[config.mk]
export PLATFORM = sky130hd
export DESIGN_NAME = prng_flat
export DESIGN_NICKNAME = d
export VERILOG_FILES = /design/src/rtl/prng_if.sv /design/src/rtl/prng.sv /design/src/flat_wrapper.sv
export SDC_FILE = /design/constraint.sdc
export NUM_CORES = 1
export LEC_CHECK = 0
export ABC_AREA = 1
export CAP_MARGIN = 15
export CORE_ASPECT_RATIO = 1.1
export CORE_MARGIN = 5
export CORE_UTILIZATION = 38
export DETAILED_ROUTE_END_ITERATION = 7
export PLACE_DENSITY_LB_ADDON = 0.1
export RECOVER_POWER = 25
export SYNTH_ARGS = -nofsm -noshare
export SYNTH_HDL_FRONTEND = slang
export SYNTH_SLANG_ARGS = --single-unit
[constraint.sdc]
create_clock -name clk -period 1.22 [get_ports clk]
set_clock_uncertainty 0.2 [all_clocks]
set_input_delay 0.244 -clock clk [delete_from_list [all_inputs] [get_ports clk]]
set_output_delay 0.244 -clock clk [all_outputs]
set_load 0.05 [all_outputs]
[src/rtl/prng_if.sv]
// Output bundle of the pseudo-random generator: the current LFSR state.
interface prng_if #(
    parameter int WIDTH = 16
);
    logic [WIDTH-1:0] out;

    modport master (output out);
    modport slave  (input  out);
endinterface

[src/rtl/prng.sv]
// Free-running maximal-length Galois LFSR (right shift); out is the state register.
module prng #(
    parameter int               WIDTH = 16,
    parameter logic [WIDTH-1:0] SEED  = 16'hACE1,
    parameter logic [WIDTH-1:0] TAPS  = 16'hB400
) (
    input  logic     clk,
    input  logic     rst,
    prng_if.master   bus
);
    // An all-zero state never leaves zero, so it is replaced by a nonzero restart value.
    localparam logic [WIDTH-1:0] RECOVER = (SEED == '0) ? WIDTH'(1) : SEED;

    logic [WIDTH-1:0] s = SEED;
    logic [WIDTH-1:0] s_next;

    always_comb begin
        s_next = (s >> 1) ^ (s[0] ? TAPS : '0);
        if (s == '0) begin
            s_next = RECOVER;
        end
    end

    always_ff @(posedge clk) begin
        if (rst) begin
            s <= SEED;
        end else begin
            s <= s_next;
        end
    end

    assign bus.out = s;
endmodule

[src/flat_wrapper.sv]
// flat-port wrapper written by rule: the top's interface ports become plain ports
module prng_flat 
#(
    parameter int               WIDTH = 16,
    parameter logic [WIDTH-1:0] SEED  = 16'hACE1,
    parameter logic [WIDTH-1:0] TAPS  = 16'hB400
)
  (clk, rst, bus_out);
  prng_if #(.WIDTH(WIDTH)) bus_i ();
  input  logic clk;
  input  logic rst;
  output wire logic [$bits(bus_i.out)-1:0] bus_out;
  assign bus_out = bus_i.out;
  prng #(.WIDTH(WIDTH), .SEED(SEED), .TAPS(TAPS)) u_core (.clk(clk), .rst(rst), .bus(bus_i));
endmodule
==> metrics.cfg <==
[drt]
initialDrtViolationCount = 15
avgViaCountPerCell = 4.95
num_vias = 604
drt_drc_violations_left = 0
wire_per_inst_microns = 19.1
wl_mm = 2.33
ant_nets = 0
firstDrtPassIters = 4

[logic_synthesis]
yosysTopAreaCellShare_pct = 58.6
synth_top_area_cell = dfxtp_1
yosys_warnings = 0
synthTopCellsByArea = dfxtp_1 59%, nor2_1 11%, nand3b_1 8.2%
synth_cells = 59
synth.yosys.seq_area_share_pct = 58.6
syn_area_per_cell_sq_um = 9.27
synth_area_sq_um = 547
synth_cell_types = 11
synth_nets = 61
synth_seq_cells = 16

[finish]
synthToLayoutAreaGrowth_pct = 134
drive_gt1_share_pct = 68.9
multiInputGateArea_sq_um = 250
fin_area_sq_mm = 0.00128
antennaDiodeCount = 0
layout_common_cells = 16 x buf_12, 16 x buf_6, 12 x nor2_1
largest_reg_flops = 16
nets = 109
seqCellArea_sq_um = 365
final.fill_count = 43

[placement]
place_area_sq_mm = 0.00107
io_buffers = 17
place_congestion = 0.787
dpl.hpwl_mm = 1.06

[grt]
grt_pass1_wl_mm = 2.90
grt_max_degree = 10
antenna_found_initial = 0
globalRoute.totalOverflow = 0
grt_pass1_vias = 589
grtUsageTotal_pct = 18.6

[clock_tree]
cts_made_buffers = 3
cts.htree.levels = 1
cts.sinks = 16
max-clock-path-buffers = 2
clk_latency_ns = 0.29
tritoncts = done
cts.clk_slew.worst_paths_ns = 0.10
cts_root_buf = clkbuf_4
cts_hold_buf = 0

[timing]
min_period_ns = 1.37
setup_viol = 29
drv_slew = 0
tightestPinTransition_ns = 0.173
holdWs_ns = 0.370
layout_setup_ws_ns = -0.147
rsz0062_at_grt = true
fmax_ghz = 0.731
timing_hold_violations_final = 0
slew_headroom_pct = 88.4
layout_worst_path_cycle_share_pct = 112

[hold_path]
min_path_cells = 2
min_path_type = register to register
worst_hold_path.endpoint = u_core.bus.out[6]
worstHoldStart = u_core.bus.out[7]

[power]
power_frac_seq_pct = 40.2
p_sw_uw = 465
pwr-share-clk_pct = 24.2
combPwrFrac_pct = 35.6
cellPowerDensity_mw_per_mm2 = 1150
p_sw_share_pct = 31.5
ir_drop_v = 0.00106
p_total_mw = 1.47
internal_power_mw = 1.01
power.leakage_nw = 0.585

[floorplan]
initial_core_util_pct = 40.0
fp-row-count = 14
die-area_sq_mm = 0.00230
io_pins = 18
die_y_microns = 49.8
die-width_microns = 46.2
core_sq_mm = 0.00137

[worst_setup_path]
reg2reg_from = u_core.bus.out[11]
rr_endpoint = u_core.bus.out[10]
worstSetupEndpointType = output port
worst_ep_required_time_ns = 0.78
r2r_cells = 5
worstPathArrival_ns = 0.92
reg2reg_slack_ns = -0.09
cp-start-kind = register
crit_type = register to output port
crit_fanout = 2

[run]
max-cap-violations = 0

[status]
status = complete, but fails checks
violations = setup timing

-- what timing repair did --
action | in CTS | in global routing
pin swaps | 1 | 5
gates cloned | 0 | 1
setup endpoints to repair | 24 | 32
buffers inserted | 5 | 3
gates resized for setup | 17 | 9
-- per-stage QoR --
stage               setup WS (ns)  utilization (%)  setup TNS (ns)  instances
floorplan                 -0.0178                -          -0.118         59
finish                     -0.147             93.7           -2.80        122
global route               -0.162             93.7           -3.82        122
detailed placement         -0.158             78.3           -2.18        109
CTS                        -0.129             88.7           -2.48        118
global placement           -0.115             78.3           -1.54        109
-- worst max-delay path by stage --
stage | to | slack [ns] | start
after floorplan | u_core.bus.out[12] | -0.02 | u_core.bus.out[8]
after global routing | bus_out[11] | -0.16 | u_core.bus.out[11]
final | bus_out[11] | -0.15 | u_core.bus.out[11]
after global placement | u_core.bus.out[5] | -0.12 | rst
after detailed placement | u_core.bus.out[11] | -0.16 | rst
after CTS | bus_out[4] | -0.13 | u_core.bus.out[4]
-- critical path, stage by stage (launching register included) --
cell and delay (ns):
dfxtp_4 0.37, buf_6 0.12, buf_12 0.14
-- kinds of logic after synthesis --
kind of cell / Yosys count / synth area share (%)
DFF: 16 / 58.6
and+or+nand+nor: 32 / 31.1
xor gates and xnor gates: 3 / 4.81
buffers and inverters: 8 / 5.49
-- Yosys cell counts --
cell type and number:
dfxtp_1 16, nor2_1 16, nor2_4 1, nand2_1 4, nand3_1 2, nor2_2 1, nand3b_1 6, clkinv_1 1
inv_1 7, xnor2_1 3, nand2_4 2
-- area by class of cell --
type	count	area share [%]
Tap cell	16	1.56
Clock buffer	4	2.83
Multi-Input combinational cell	36	19.6
Sequential cell	16	28.5
Timing Repair Buffer	42	45.2
Inverter	8	2.35
-- power by group through the flow --
stage | clock network [mW] | registers [mW] | logic [mW]
CTS | 0.358 | 0.583 | 0.482
detailed placement | 0 | 0.587 | 0.434
global route | 0.381 | 0.596 | 0.544
finish | 0.357 | 0.593 | 0.524
floorplan | 0 | 0.727 | 0.0523
global placement | 0 | 0.587 | 0.428
-- layer usage --
metal | vias up | track usage [%] | wire (microns)
li1 | 273 | - | -
met5 | - | 0 | 0
met2 | 28 | 30.5 | 1190
met3 | 10 | 2.55 | 139
met1 | 293 | 21.6 | 855
met4 | 0 | 11.4 | 142
No activity file was read; power rests on OpenSTA's default activity.
